File: src/rtl/seq_divider.sv
// ----------------------------------------------------------------------------
// seq_divider
//
// Multicycle restoring divider for MIPS DIV / DIVU. Operands are captured on
// an accepted start, the magnitude quotient is developed one bit per cycle
// (MSB first), and the signs are applied in a final fix-up cycle before the
// results are presented on hi (remainder) and lo (quotient).
//
// State table
//    state | meaning
//    IDLE  | waiting for start; divide-by-zero is reported from here
//    CALC  | one restoring step per cycle, WIDTH steps total
//    FIX   | apply quotient/remainder signs, load hi/lo, pulse done
//
// Ports
//    clk        in   system clock, rising edge
//    reset      in   asynchronous, active-low; clears all state
//    start      in   one-cycle request, sampled only in IDLE
//    is_signed  in   1 = DIV (two's complement), 0 = DIVU
//    dividend   in   rs operand, sampled with start
//    divisor    in   rt operand, sampled with start
//    busy       out  high from the cycle after an accepted start until done
//    done       out  one-cycle pulse, results valid or div-by-zero reported
//    div_zero   out  high together with done when the divisor was 0
//    hi         out  remainder, held until the next successful division
//    lo         out  quotient, held until the next successful division
// ----------------------------------------------------------------------------
module seq_divider #(
   parameter int WIDTH = 32
) (
   input  logic             clk,
   input  logic             reset,
   input  logic             start,
   input  logic             is_signed,
   input  logic [WIDTH-1:0] dividend,
   input  logic [WIDTH-1:0] divisor,
   output logic             busy,
   output logic             done,
   output logic             div_zero,
   output logic [WIDTH-1:0] hi,
   output logic [WIDTH-1:0] lo
);

   localparam int CW = $clog2(WIDTH);
   localparam logic [CW-1:0] LAST_STEP = CW'(WIDTH - 1);

   typedef enum logic [1:0] {
      IDLE = 2'd0,
      CALC = 2'd1,
      FIX  = 2'd2
   } state_t;

   state_t           state_q, state_d;
   // dvd_q starts as the dividend magnitude; each step shifts one dividend bit
   // out of the top and one quotient bit into the bottom, so after WIDTH steps
   // it holds the magnitude quotient.
   logic [WIDTH-1:0] dvd_q, dvd_d;
   logic [WIDTH-1:0] dvs_q, dvs_d;
   logic [WIDTH-1:0] rem_q, rem_d;
   logic [CW-1:0]    cnt_q, cnt_d;
   logic             q_neg_q, q_neg_d;
   logic             r_neg_q, r_neg_d;
   logic             busy_q, busy_d;
   logic             done_q, done_d;
   logic             div_zero_q, div_zero_d;
   logic [WIDTH-1:0] hi_q, hi_d;
   logic [WIDTH-1:0] lo_q, lo_d;

   logic [WIDTH-1:0] dividend_mag;
   logic [WIDTH-1:0] divisor_mag;
   logic [WIDTH:0]   shifted;
   logic [WIDTH:0]   trial;

   // 0x80000000 negates to itself, which is exactly the unsigned magnitude.
   assign dividend_mag = (is_signed && dividend[WIDTH-1]) ? -dividend : dividend;
   assign divisor_mag  = (is_signed && divisor[WIDTH-1])  ? -divisor  : divisor;

   // The remainder is always below the divisor, so the shifted value fits in
   // WIDTH+1 bits and a non-negative trial always fits back into WIDTH bits.
   assign shifted = {rem_q, dvd_q[WIDTH-1]};
   assign trial   = shifted - {1'b0, dvs_q};

   always_ff @(posedge clk or negedge reset) begin
      if (!reset) begin
         state_q    <= IDLE;
         dvd_q      <= '0;
         dvs_q      <= '0;
         rem_q      <= '0;
         cnt_q      <= '0;
         q_neg_q    <= 1'b0;
         r_neg_q    <= 1'b0;
         busy_q     <= 1'b0;
         done_q     <= 1'b0;
         div_zero_q <= 1'b0;
         hi_q       <= '0;
         lo_q       <= '0;
      end else begin
         state_q    <= state_d;
         dvd_q      <= dvd_d;
         dvs_q      <= dvs_d;
         rem_q      <= rem_d;
         cnt_q      <= cnt_d;
         q_neg_q    <= q_neg_d;
         r_neg_q    <= r_neg_d;
         busy_q     <= busy_d;
         done_q     <= done_d;
         div_zero_q <= div_zero_d;
         hi_q       <= hi_d;
         lo_q       <= lo_d;
      end
   end

   always_comb begin
      state_d    = state_q;
      dvd_d      = dvd_q;
      dvs_d      = dvs_q;
      rem_d      = rem_q;
      cnt_d      = cnt_q;
      q_neg_d    = q_neg_q;
      r_neg_d    = r_neg_q;
      busy_d     = busy_q;
      done_d     = 1'b0;
      div_zero_d = 1'b0;
      hi_d       = hi_q;
      lo_d       = lo_q;

      case (state_q)
         IDLE: begin
            if (start) begin
               if (divisor == '0) begin
                  // Report and stay put; hi/lo keep the previous result.
                  done_d     = 1'b1;
                  div_zero_d = 1'b1;
               end else begin
                  dvd_d   = dividend_mag;
                  dvs_d   = divisor_mag;
                  q_neg_d = is_signed & (dividend[WIDTH-1] ^ divisor[WIDTH-1]);
                  r_neg_d = is_signed & dividend[WIDTH-1];
                  rem_d   = '0;
                  cnt_d   = '0;
                  busy_d  = 1'b1;
                  state_d = CALC;
               end
            end
         end

         CALC: begin
            if (!trial[WIDTH]) begin
               rem_d = trial[WIDTH-1:0];
               dvd_d = {dvd_q[WIDTH-2:0], 1'b1};
            end else begin
               rem_d = shifted[WIDTH-1:0];
               dvd_d = {dvd_q[WIDTH-2:0], 1'b0};
            end
            cnt_d = cnt_q + CW'(1);
            if (cnt_q == LAST_STEP) begin
               state_d = FIX;
            end
         end

         FIX: begin
            // Truncating division: quotient sign from both operands,
            // remainder sign from the dividend. Negation wraps mod 2^WIDTH.
            lo_d    = q_neg_q ? -dvd_q : dvd_q;
            hi_d    = r_neg_q ? -rem_q : rem_q;
            done_d  = 1'b1;
            busy_d  = 1'b0;
            state_d = IDLE;
         end

         default: begin
            state_d = IDLE;
            busy_d  = 1'b0;
         end
      endcase
   end

   assign busy     = busy_q;
   assign done     = done_q;
   assign div_zero = div_zero_q;
   assign hi       = hi_q;
   assign lo       = lo_q;

endmodule

File: config.mk
export PLATFORM = sky130hd
export DESIGN_NAME = seq_divider
export DESIGN_NICKNAME = d
export VERILOG_FILES = /design/src/rtl/seq_divider.sv
export SDC_FILE = /design/constraint.sdc
export NUM_CORES = 1
export LEC_CHECK = 0
export BUFFER_PORTS_ARGS = -buffer_cell sky130_fd_sc_hd__buf_2
export CAP_MARGIN = 40
export CORE_MARGIN = 2
export CORE_UTILIZATION = 47
export DETAILED_ROUTE_END_ITERATION = 8
export GPL_TIMING_DRIVEN = 0
export PLACE_DENSITY = 0.67
export SYNTH_ARGS = -nofsm -noshare
export SYNTH_HDL_FRONTEND = slang
export SYNTH_SLANG_ARGS = --single-unit
File: constraint.sdc
create_clock -name clk -period 4.6 [get_ports clk]
set_input_delay 0.46 -clock clk [delete_from_list [all_inputs] [get_ports clk]]
set_output_delay 0.46 -clock clk [all_outputs]
set_load 0.02 [all_outputs]
======== Yosys cells after proc, flatten, opt, wreduce, memory -nomap -nowiden ========
Index checks and enable logic that the tools add are counted.
word-level totals
  bits in registers ....................... 172
  bits in latches ......................... 0
  memory bits (writable) .................. 0
  bits in read-only memories .............. 0
  input bits .............................. 68
  output and inout bits ................... 67
  word-level logic and storage cells ...... 64
  memories ................................ 0
operators by class
  add/sub/neg operators ................... 6
  multiply operators ...................... 0
  divide/modulo/power cells ............... 0
  order comparisons ....................... 0
  eq/ne operators ......................... 6
  shift-type cells ........................ 0
  multiplexer cells ....................... 26
  bitwise operators ....................... 5
  reductions and logical operators ........ 9
operators with widths
  cell                 number
  $mux 32              9
  $neg 32->32          4
  $pmux 32 s2          2
  $sub 33x32->33       1
  $logic_not 32->1     1
  $reduce_and 3->1     4
  $mux 5               2
  $pmux 5 s2           1
  $mux 1               6
  $mux 2               3
  $ne 2x2->1 const B   3
  $add 5x1->5 const B  1
  $eq 5x5->1 const B   1
  $pmux 1 s2           2
  $pmux 2 s2           1
  $and 1x1->1          2
  $eq 2x1->1 const B   1
  $eq 2x2->1 const B   1
  $logic_and 1x1->1    2
  $logic_not 2->1      1
  $not 1->1            2
  $reduce_bool 2->1    1
  $xor 1x1->1          1

======== Longest topological paths before layout ========
  depth after elaboration ................. 5
  gate-level depth with buffers ........... 13

======== Worst setup path after synthesis ========
No wires, ideal clock.
  path type ............................... reg2reg
  start point ............................. register rem_q[1]
  end point ............................... register rem_q[5]
  library setup time ...................... 0.132 ns
  arrival ................................. 3.179 ns
  data required time ...................... 4.468 ns
  path slack .............................. 1.289 ns
  stages on the path, launching flop included .. 12
  clock period less this slack ............ 3.311 ns
  path through ............................ dfrtp_1 > ha_1 > nor2b_1 > o31a_1 > o311a_1 > a2111oi_4 > o211ai_2 > a311oi_4 > xnor2_2 > buf_6 > mux2i_1 > o21ai_1
on the way
  longest elaborated chain between the ends .. 3
RTL lines
  item                    line  source
  start, declared         59    logic [WIDTH-1:0] rem_q, rem_d;
  start signal, assigned  101   rem_q <= rem_d;
  $sub 33x32->33          81    assign trial = shifted - {1'b0, dvs_q};
  $mux 32                 148   if (!trial[WIDTH]) begin
  $pmux 32 s2             127   case (state_q)
Every way passes these cells.
A chain may end at the register's enable or synchronous reset.

======== Final worst setup path ========
  start point ............................. register dvd_q[31]
  end point ............................... register rem_q[30]
on the way
  longest elaborated chain between the ends .. 3
RTL lines
  item                    line  source
  start, declared         57    logic [WIDTH-1:0] dvd_q, dvd_d;
  start signal, assigned  99    dvd_q <= dvd_d;
  $sub 33x32->33          81
  $mux 32                 148
  $pmux 32 s2             127
Every way passes these cells.

==> summary.md <==
| Metric | Value |
|---|---|
| Fill count | `2267` |
| Status | `finished clean` |
| Family with the most delay on the worst path | `compound AO/OA/AOI/OAI gates` |
| Top-area cell type share of the netlist area | `about two fifths` |
| Core area | `23400 µm²` |
| RSZ-0062 raised after global routing | `no` |
| Most frequent cells in the layout | `nand2_1, dfrtp_1, buf_2, o21ai_1, xor2_1` |
| Clock sink count | `172` |
| Fin crit share | `83.36%` |
| Maximum Capacitance Violations | `0` |
| Levels on crit path | `13` |
| Max Freq | `0.2608 GHz` |
| DP Cell Count | `~1800` |
| Worst path required time | `just under 5 ns` |
| Vias in the first global route | `between 9000 and 10000` |
| Cell variety after synth | `71` |
| Port Buffer Count | `roughly 130` |
| Post-synth EDFFs | `0` |
| Hold crit path type | `input port to async pin` |
| FP Rows | `56` |
| CP max-delay cell | `a2111oi_4` |
| Fin. Hold Viols | `0` |
| Worst Skew | `about 0.011 ns` |
| Bufs on Longest Clock Path | `2` |
| Die area | `25070 µm²` |
| Yosys top cell by area | `dfrtp_1` |
| # IOs | `135` |
| Total gr overflow | `0` |
| Hpwl dp | `approximately 24000 µm` |
| First-pass GRT wire length | `49670 µm` |
| Slew @ Worst Pin | `approximately 0.9 ns` |
| Layout Cells excl Fill | `between 1500 and 2000` |
| P&R area growth vs syn | `15.66%` |
| CTS tree | `done` |
| Antenna viol nets, final | `0` |
| # H-tree levels | `4` |
| CP Data Arrival Time | `~4.1 ns` |
| RD Place Congestion | `a little over 0.9` |
| Syn Nets | `between 1000 and 1500` |
| Syn Area/Cell | `approximately 8.4 µm²` |
| Drt total wl | `just over 30000 µm` |
| Drt drc | `0` |
| Hold_buf cts | `0` |
| Area of the mapped netlist | `between 10000 and 15000 µm²` |
| Slowest Stage Delay on Critical Path | `about 0.47 ns` |
| Yosys reg bits | `172` |
| Cts repair resizes | `0` |
| Worst Setup End Kind | `register` |
| Clock transition at path regs | `roughly 0.070 ns` |
| Post-route cell area | `12950 µm²` |
| Synth warn | `0` |
| Seq/Total Area, Yosys | `about two fifths` |
| Pre-antenna DRT Iters | `5` |
| Starting Density | `approximately 48%` |
| Crit path max fanout | `10` |
| TritonCTS Buffers | `17` |
| Rel. slew slack | `between 30 and 40%` |
| Most common cell after layout, fill and taps aside | `nand2_1` |
| Final setup violation count | `0` |
| Avg WL per Cell | `about 17 µm` |
| Pwr Total | `9.064 mW` |
| First DRT Iteration DRCs | `680` |
| Worst slack, placed | `~0.8 ns` |
| Die Wd | `around 160 µm` |
| Launching element type of the critical path | `register` |
| CP bufs+invs | `2` |
| Final slew viol count | `0` |
| Worst path cell trace | `inv_1, ha_1, fa_1, nor2b_1, o31a_1, o311a_1, a2111oi_4, o211ai_2, a311oi_4, xnor2_2, buf_6, mux2i_1, o21ai_1` |
| Leakage | `5.771 nW` |
| DR vias/cell | `about 5.6` |
| Vias | `about 10000` |
| Synth area leaders | `dfrtp_1, nand2_1, xor2_1` |
| Critical path class | `register to register` |
| Hold slack | `around 0.055 ns` |
| R2R cell count | `13` |
| Largest net degree at the start of global routing | `between 100 and 150` |
| Async set-reset flop share out of synthesis | `100.0%` |
| Setup TNS Final | `0 ns` |
| Clk Tree Root Cell | `clkbuf_16` |
| Pwr dens | `700.0 nW/µm²` |
| Synth Instances | `1326` |
| Worst-Skew Late Latency | `0.44 ns` |
| Worst setup margin | `around 0.77 ns` |
| GR Util All Layers | `25.11%` |
| Dpl cell area | `12310 µm²` |
| Post-route minimum period | `between 3 and 4 ns` |
| Share of cells above drive strength 1 | `between 10 and 15%` |
| Synth Flop Type | `dfrtp_1` |
| Peak VDD IR | `about 0.00034 V` |
| Final Util | `approximately 55%` |
| Nets | `1588` |
| Die height | `roughly 160 µm` |
| Initial antenna violation count | `0` |
| Total setup buffers inserted after CTS | `0` |
| # diodes | `0` |
-- logic make-up after synthesis --
family	count (synthesis)	share of synthesized area, %
AND/OR/NAND/NOR	415	16.92
AO/OA/AOI/OAI	403	21.52
adder cells (fa/ha/maj)	39	4.426
XOR/XNOR	146	11.49
buffers and inverters	118	4.247
flip-flops	172	38.44
multiplexers	33	2.950
-- metal layers --
metal / global-route usage [%] / share of wire (%) / vias to the layer above / wire length [µm]
li1: - / - / 4985 / -
met1: 37.28 / 50 / 4769 / 14970
met2: 38.16 / 43 / 274 / 13040
met3: 3.157 / 5.0 / 44 / 1521
met4: 7.808 / 2.1 / 0 / 644
met5: 0 / 0 / - / 0
-- synthesized netlist by cell type, types with 14 or more instances --
master    number
a21o_1        14
clkbuf_1      56
o21ai_1      118
xnor2_1       55
a21oi_1       86
inv_1         53
ha_1          38
dfrtp_1      172
nand2_1      210
xor2_1        90
o31ai_1       33
o21ai_0       82
or3_1         21
nor2_1        81
mux2i_1       33
-- path summary, 6_finish.rpt --
kind                                       startpoint                    end  slack [ns]
worst max-delay path            dvd_q[31]$_DFFE_PN0P_  rem_q[30]$_DFFE_PN0P_        0.77
worst min-delay path                            reset      hi[7]$_DFFE_PN0P_        0.05
worst max register to register  dvd_q[31]$_DFFE_PN0P_  rem_q[30]$_DFFE_PN0P_        0.77
worst min register to register      lo[9]$_DFFE_PN0P_      lo[9]$_DFFE_PN0P_        0.47
max in group asynchronous                       reset  dvd_q[11]$_DFFE_PN0P_        3.75
min in group clk                          divisor[31]  dvs_q[31]$_DFFE_PN0P_        0.33
-- cell type report --
class	count	area (µm²)	area share, %
multi-input combinational	1036	6416	49.55
sequential	172	4304	33.24
timing repair buffer	136	715.7	5.527
clock buffer	18	439.2	3.392
tap	319	399.1	3.082
buffer	65	276.5	2.135
clock inverter	14	198.9	1.536
inverter	53	198.9	1.536
-- flip-flops by register name (all words and copies together), names as in the netlist --
| signal | flops |
|---|---|
| q_neg_q | 1 |
| r_neg_q | 1 |
| cnt_q | 5 |
| state_q | 2 |
| dvd_q | 32 |
| hi | 32 |
| div_zero | 1 |
| dvs_q | 32 |
| rem_q | 32 |
| lo | 32 |
| done | 1 |
| busy | 1 |
-- power by group --
| part | leakage (nW) | internal [mW] | switching (mW) |
|---|---|---|---|
| Combinational | 3.36 | 2.13 | 2.77 |
| Clock | 0.307 | 0.893 | 0.665 |
| Sequential | 2.10 | 1.97 | 0.632 |
| Total | 5.77 | 4.99 | 4.07 |
(Power assumes the default switching activity.)
